File: src/rtl/image_scale_down_pow2.sv
// Power-of-two image downscaler: decimate or horizontally box-average per 2^h x 2^v group.
// Latency 1 cycle from the group-ending input pixel; no backpressure, input gaps of any length accepted.
module image_scale_down_pow2 #(
    parameter int CH_WIDTH   = 8,
    parameter int CHANNELS   = 3,
    parameter int MAX_SHIFT  = 3,
    localparam int DATA_WIDTH = CH_WIDTH * CHANNELS
) (
    input  logic                  clk_i,
    input  logic                  rst_i,
    input  logic [15:0]           width_i,
    input  logic [15:0]           height_i,
    input  logic [2:0]            h_shift_i,
    input  logic [2:0]            v_shift_i,
    input  logic                  mode_i,
    input  logic [DATA_WIDTH-1:0] tdata_i,
    input  logic                  tvalid_i,
    input  logic                  tuser_i,
    output logic [DATA_WIDTH-1:0] tdata_o,
    output logic                  tvalid_o,
    output logic                  tuser_o,
    output logic                  tlast_o
);

    localparam int ACC_W = CH_WIDTH + MAX_SHIFT;

    logic [15:0]      col_cnt, row_cnt, width_q, height_q;
    logic [2:0]       h_shift_q, v_shift_q;
    logic             mode_q;
    logic [ACC_W-1:0] acc_q [CHANNELS];

    logic [15:0]           col_e, row_e, width_e, height_e;
    logic [2:0]            h_e, v_e;
    logic                  mode_e, frame_start;
    logic [15:0]           hmask, vmask, last_col, col_next, row_next;
    logic                  group_start, group_end, row_keep, col_wrap, emit;
    logic [ACC_W-1:0]      sum [CHANNELS];
    logic [ACC_W-1:0]      avg_full [CHANNELS];
    logic [DATA_WIDTH-1:0] avg_dat, out_dat;

    always_comb begin
        // A start-of-frame flag overrides the counters; config is taken live on the frame's first pixel.
        col_e       = tuser_i ? 16'd0 : col_cnt;
        row_e       = tuser_i ? 16'd0 : row_cnt;
        frame_start = (col_e == 16'd0) && (row_e == 16'd0);
        width_e     = frame_start ? width_i   : width_q;
        height_e    = frame_start ? height_i  : height_q;
        h_e         = frame_start ? h_shift_i : h_shift_q;
        v_e         = frame_start ? v_shift_i : v_shift_q;
        mode_e      = frame_start ? mode_i    : mode_q;

        hmask       = ~(16'hFFFF << h_e);
        vmask       = ~(16'hFFFF << v_e);
        group_start = (col_e & hmask) == 16'd0;
        group_end   = (col_e & hmask) == hmask;
        row_keep    = (row_e & vmask) == vmask;
        last_col    = ((width_e >> h_e) << h_e) - 16'd1;
        emit        = tvalid_i && group_end && row_keep;

        col_wrap = (col_e == width_e - 16'd1);
        col_next = col_wrap ? 16'd0 : col_e + 16'd1;
        row_next = row_e;
        if (col_wrap)
            row_next = (row_e == height_e - 16'd1) ? 16'd0 : row_e + 16'd1;

        avg_dat = '0;
        for (int c = 0; c < CHANNELS; c++) begin
            sum[c]      = (group_start ? '0 : acc_q[c])
                        + ACC_W'(tdata_i[c*CH_WIDTH +: CH_WIDTH]);
            avg_full[c] = sum[c] >> h_e;
            avg_dat[c*CH_WIDTH +: CH_WIDTH] = avg_full[c][CH_WIDTH-1:0];
        end
        out_dat = mode_e ? avg_dat : tdata_i;
    end

    always_ff @(posedge clk_i) begin
        if (rst_i) begin
            col_cnt   <= '0;
            row_cnt   <= '0;
            width_q   <= 16'd1;
            height_q  <= 16'd1;
            h_shift_q <= '0;
            v_shift_q <= '0;
            mode_q    <= 1'b0;
            for (int c = 0; c < CHANNELS; c++)
                acc_q[c] <= '0;
            tdata_o   <= '0;
            tvalid_o  <= 1'b0;
            tuser_o   <= 1'b0;
            tlast_o   <= 1'b0;
        end else begin
            tvalid_o <= emit;
            tuser_o  <= emit && (row_e == vmask) && (col_e == hmask);
            tlast_o  <= emit && (col_e == last_col);
            if (emit)
                tdata_o <= out_dat;
            if (tvalid_i) begin
                col_cnt <= col_next;
                row_cnt <= row_next;
                for (int c = 0; c < CHANNELS; c++)
                    acc_q[c] <= sum[c];
                if (frame_start) begin
                    width_q   <= width_i;
                    height_q  <= height_i;
                    h_shift_q <= h_shift_i;
                    v_shift_q <= v_shift_i;
                    mode_q    <= mode_i;
                end
            end
        end
    end

endmodule

File: config.mk
export PLATFORM = sky130hd
export DESIGN_NAME = image_scale_down_pow2
export DESIGN_NICKNAME = d
export VERILOG_FILES = /design/src/rtl/image_scale_down_pow2.sv
export SDC_FILE = /design/constraint.sdc
export NUM_CORES = 1
export LEC_CHECK = 0
export ABC_AREA = 1
export CAP_MARGIN = 20
export CORE_MARGIN = 5
export CORE_UTILIZATION = 25
export CTS_CLUSTER_DIAMETER = 150
export CTS_CLUSTER_SIZE = 12
export DETAILED_ROUTE_END_ITERATION = 8
export SLEW_MARGIN = 20
export SYNTH_ARGS = -nofsm -noshare
export SYNTH_HDL_FRONTEND = slang
export SYNTH_SLANG_ARGS = --single-unit
File: constraint.sdc
create_clock -name clk_i -period 20.8 [get_ports clk_i]
set_clock_uncertainty 0.2 [all_clocks]
set_input_delay 4.16 -clock clk_i [delete_from_list [all_inputs] [get_ports clk_i]]
set_output_delay 4.16 -clock clk_i [all_outputs]
set_load 0.03 [all_outputs]
== Word-level counts from Yosys, hierarchy flattened ==
Memories as Yosys holds them, arrays and structs flattened.
Index checks and enable logic that the tools add are counted.

* Register bits after elaboration: 98
* Memory bits (writable): 33
* Bits of input ports: 67
* Output and inout port bits: 27
* Logic and storage cells: 72
* Memories: 1

* Add/subtract/negate cells: 8
* Equality and inequality tests: 7
* Shifts and indexed selects: 7
* Mux-type cells: 22
* Bitwise operators: 7
* Reductions and logical operators: 9

{| class="wikitable"
|+ Memories
! name !! depth !! width !! rd ports !! clocked after Yosys merged registers in !! write ports !! line !! source
|-
| acc_q || 3 || 11 || 3 || 0 || 3 || 30 || <nowiki>logic [ACC_W-1:0] acc_q [CHANNELS];</nowiki>
|}

{| class="wikitable"
|+ Operators by type and width
! operator !! count
|-
| $eq 16x16->1 || 7
|-
| $mux 16 || 7
|-
| $mux 11 || 6
|-
| $logic_not 16->1 || 3
|-
| $sub 16x1->16 const B || 3
|-
| $add 11x8->11 || 3
|-
| $shr 11x3->8 || 3
|-
| $add 16x1->16 const B || 2
|-
| $and 16x16->16 || 2
|-
| $not 16->16 || 2
|-
| $shl 16x3->16 const A || 2
|-
| $mux 24 || 1
|-
| $shl 16x3->16 || 1
|-
| $shr 16x3->16 || 1
|-
| $logic_and 1x1->1 || 6
|-
| $mux 1 || 6
|-
| $mux 3 || 2
|-
| $or 1x1->1 || 3
|}

== Depth between registers and ports, before layout ==
* Depth after elaboration: 12
* Gate-level depth with buffers: 42
* Depth with buffers taken out: 39

== Worst setup path after synthesis ==
Ideal clock, no wire load.

* Kind: in2reg
* From: in tuser_i
* To: reg tdata_o[10]
* Library setup time: 0.132 ns
* Arrival: 10.210 ns
* Required time: 20.468 ns
* Path slack: 10.257 ns
* Stages: 39
* Path buffers: 6
* Cells stage by stage: buf_2 -> nor2_1 -> inv_1 -> ha_1 -> nand2_1 -> nor2_1 -> nand3_1 -> nor2_4 -> nand2_4 -> nand2_1 -> nand2_1 -> buf_2 -> buf_1 -> clkbuf_1 -> o21ai_0 -> ha_1 -> or4_1 -> or2_2 -> [3 not listed] -> nor2_1 -> ha_1 -> fa_1 -> a21oi_1 -> o21bai_1 -> a21o_1 -> a21oi_1 -> nor2_1 -> o21ai_0 -> nand2_1 -> xnor2_1 -> nand2_1 -> nand2_1 -> o21ai_0 -> nand2_1 -> o221ai_1 -> o21bai_1 -> a21oi_1

* Longest elaborated chain between the ends: 12
* Elaborated cells on any way between the ends: 23
* Those cells by class: add/sub: 1; eq/ne: 2; shift: 3; mux: 7; bitwise: 4; reduce/logical: 6

{| class="wikitable"
|+ RTL lines
! item !! line !! source
|-
| start: declaration || 18 || <nowiki>input logic tuser_i,</nowiki>
|-
| $mux 16 (on tied branches) || 43, 44 ||
|-
| $logic_not 16->1 || 45 || <nowiki>frame_start = (col_e == 16'd0) && (row_e == 16'd0);</nowiki>
|-
| $logic_and 1x1->1 || 45 ||
|-
| $mux 3 || n/a ||
|-
| $shl 16x3->16 || 52 || <nowiki>hmask = ~(16'hFFFF << h_e);</nowiki>
|-
| $not 16->16 || 52 ||
|-
| $and 16x16->16 || 54, 55 ||
|-
| $logic_not 16->1 || 54 || <nowiki>group_start = (col_e & hmask) == 16'd0;</nowiki>
|-
| $mux 11 || 68 || <nowiki>sum[c] = (group_start ? '0 : acc_q[c])</nowiki>
|-
| $add 11x8->11 || 69 || <nowiki>+ ACC_W'(tdata_i[c*CH_WIDTH +: CH_WIDTH]);</nowiki>
|-
| $shr 11x3->8 || 70 || <nowiki>avg_full[c] = sum[c] >> h_e;</nowiki>
|-
| $mux 24 || 73 || <nowiki>out_dat = mode_e ? avg_dat : tdata_i;</nowiki>
|-
| end signal: assignment || 96 || <nowiki>tdata_o <= out_dat;</nowiki>
|-
| end: declaration || 19 || <nowiki>output logic [DATA_WIDTH-1:0] tdata_o,</nowiki>
|}

Several ways; a longest one is shown, not always the timed one.
A chain may end at the register's enable or synchronous reset.

== Worst setup path after layout ==
* From: in tuser_i
* To: reg tdata_o[3]

The elaborated chain is that of the path after synthesis.

==> run metrics <==
NetSw 0.296 mW; R2R Path End tdata_o[3]; synth warn 0; Synth Instances 1,696; final setup fails 0; critical path's slowest cell clkinv_1; pre-CTS WS 7.41 ns; initial antenna violation count 1; max-slew violation count 0; Synth Register Bits 131; CP Class input pin to flip-flop; row count 77; GRT Total Usage about 15%; worst relative slew slack between 30% and 40%; Post-Syn Area approximately 11,000 um2; clock sinks between 100 and 150; gpl congestion 0.897; Worst Path Arrival 13.21 ns; VDD IR-drop max about 0.056 mV; Final nets 1,877; DP Wirelength 28,500 um; hold path endpoint row_cnt[2]; number of buffers created by CTS 17; DRT antenna net count 0; Adder-Cell Fraction of Synth Area under 10%; r2r worst-path depth 38; CP max stage delay 0.71 ns; Max Cap Violations 0; RSZ-0062 raised after global routing no; CP required 20.96 ns; Synth-to-Final Area Change 18.1%; drt drc 0; Synth area leaders dfxtp_1 18%, nand2_1 15%, edfxtp_1 8.9%, inv_1 6.5%, nand3_1 5.9%; CP top delay family simple AND/OR/NAND/NOR gates; Synth Area in Compound Gates between 10% and 20%; cts repair resizes 0; Final Cycle Share a little over three fifths; clock transition at the registers of the reported paths 0.06 ns; placed insts 2,328; fin worst setup slack 7.76 ns; Max Fclk 76.7 MHz; pwr/cell area 62.0 nW/um2; Flop pwr share about 34%; Post-synth ARST share 0%; fin crit period between 10 and 15 ns; Clk pwr share 37.9%; mux contribution to synthesized area 0%; CTS tree yes; Simple-Gate Fraction of Synth Area 35.8%; Worst-Margin Slew 1.04 ns; Die ar. 49,000 um2; number of DRC markers in iteration 0 800; final-layout fill cell count 4,859; Hold Worst Slack 0.263 ns; Total Neg Setup Slack 0 ns; cell taking the most area after synthesis dfxtp_1; total vias in the final route 11,300; Die X between 200 and 250 um; Hold Path Origin row_cnt[2]; IO buf count just over 90; buffers and inverters on the worst path 6; status finished clean; Max Root-Sink Buffers 2; sequential share of the synthesized area a little over a quarter; top cell type's share of synthesized area 17.6%; synthesized area per cell 6.59 um2; # diodes 0; Core Region roughly 44,000 um2; final hold vios 0; Setup Buffers After CTS 0; CP Max Fanout 33; Clock Tree Root clkbuf_16; pin count of the biggest net entering global routing 69; Gate power share 28.5%; Netlist cell types 57; Hold Crit Depth 2; htree depth 4; I/O Pins 94; Crit. Startpoint tuser_i; GRT overflow 0; number of synthesized flops with an enable pin 33; Int Power 0.522 mW; Starting Density 25.3%; multi-input logic area ~7100 um2; CP dominant cell by count nand2_1; Pleak roughly 5.6 nW; die height 221 um; clk_lat worst skew 0.44 ns; Hold Path Class flip-flop to flip-flop; final cell count without fillers 2,360; Top FF cell, synth dfxtp_1; layout cells sized above 1 7.69%; Seq. cell area 2950 um2; r2r setup slk between 10 and 15 ns; Routed WL 37,700 um; drt wl/cell 16.0 um; vias in the first global route 10,800; xor and xnor area share after synthesis 7.97%; first-pass GRT wire length 59,200 um; syn_nets 1,818; drt pass-1 iters 5; Final Core Density between 20 and 30%; CP Capture Type flip-flop; Reg-to-Reg Start row_cnt[0]; vias per cell about 4.8; Sw Ratio 36.2%; Hold-fix buffers, CTS 0; critical path startpoint category input pin; largest family of logic cells by synthesized area simple AND/OR/NAND/NOR gates
[how the worst max path moves through the flow]
stage	end	slack (ns)	cells past startpoint
finish	tdata_o[3]	7.76	37
global route	tdata_o[3]	6.71	37
CTS	tdata_o[3]	7.78	38
detailed placement	tdata_o[3]	7.41	37
global placement	tdata_o[3]	7.70	37
floorplan	tdata_o[10]	10.26	39
[power groups by stage]
stage / logic [mW] / registers, mW / clock network [mW]
2_1_floorplan: 0.165 / 0.280 / 0
3_3_place_gp: 0.229 / 0.281 / 0
3_5_place_dp: 0.231 / 0.281 / 0
4_1_cts: 0.233 / 0.275 / 0.317
5_1_grt: 0.260 / 0.276 / 0.329
6_report: 0.233 / 0.275 / 0.310
[cell families after synthesis]
kind of cell | count (synthesis)
AOI/OAI and AO/OA | 252
and+or+nand+nor | 885
buffers and inverters | 273
DFF | 131
xor gates and xnor gates | 100
adders and majority gates | 55
[cell type report]
class	count	share of cell area, %
multi-input combinational	1292	54.0
sequential	131	22.4
timing repair buffer	102	7.56
inverter	211	6.01
tap	592	5.61
clock buffer	18	3.41
clock inverter	14	1.07
[Yosys cell counts (all sizes together), types with 21 or more instances]
cell,count
nand3b,22
xnor2,23
nand2,463
inv,204
nor3,21
edfxtp,33
ha,52
xor2,77
nand3,137
nor2,186
buf,24
a21oi,50
o22ai,44
nand4,29
clkbuf,38
dfxtp,98
o21ai,105
[metal layers]
layer  GRT usage [%]  up-vias  share of wire, %
li1                -     5684                 -
met1            20.1     5242                47
met2            24.1      323                46
met3            2.81       58               5.4
met4            4.51        2               2.3
met5               0        -             0.053
[layout by cell type (no fill, tap or decap), types with 28 or more instances in the layout]
cell type        synthesis  final
nand3_1                132    132
nor2_1                 161    161
nand4_1                 28     28
o21ai_0                 74     74
o22ai_1                 44     44
clkdlybuf4s50_1          0     93
edfxtp_1                33     33
inv_1                  193    192
ha_1                    52     52
a21oi_1                 50     50
xor2_1                  75     75
nand2_1                440    439
dfxtp_1                 98     98
[worst reg2reg max path: cells and delay by family (launching register included)]
| family | cells | cell delay [ns] |
|---|---|---|
| compound gates | 9 | 1.48 |
| xor+xnor | 1 | 0.31 |
| fa+ha+maj | 4 | 1.07 |
| buf+inv | 6 | 1.82 |
| flops | 1 | 0.34 |
| simple gates | 18 | 3.57 |
[through the flow]
stage / instance area (um2) / total power, mW
floorplan: 11200 / 0.446
global placement: 12600 / 0.510
detailed placement: 12600 / 0.513
CTS: 13200 / 0.825
global route: 13200 / 0.865
finish: 13200 / 0.819
[registers in the layout, summed over array words and instances, names as in the netlist]
| signal | count |
|---|---|
| tdata_o | 24 |
| tvalid_o | 1 |
| height_q | 16 |
| tuser_o | 1 |
| col_cnt | 16 |
| acc_q | 33 |
| v_shift_q | 3 |
| row_cnt | 16 |
| width_q | 16 |
| mode_q | 1 |
| h_shift_q | 3 |
| tlast_o | 1 |
(Power assumes the default switching activity.)
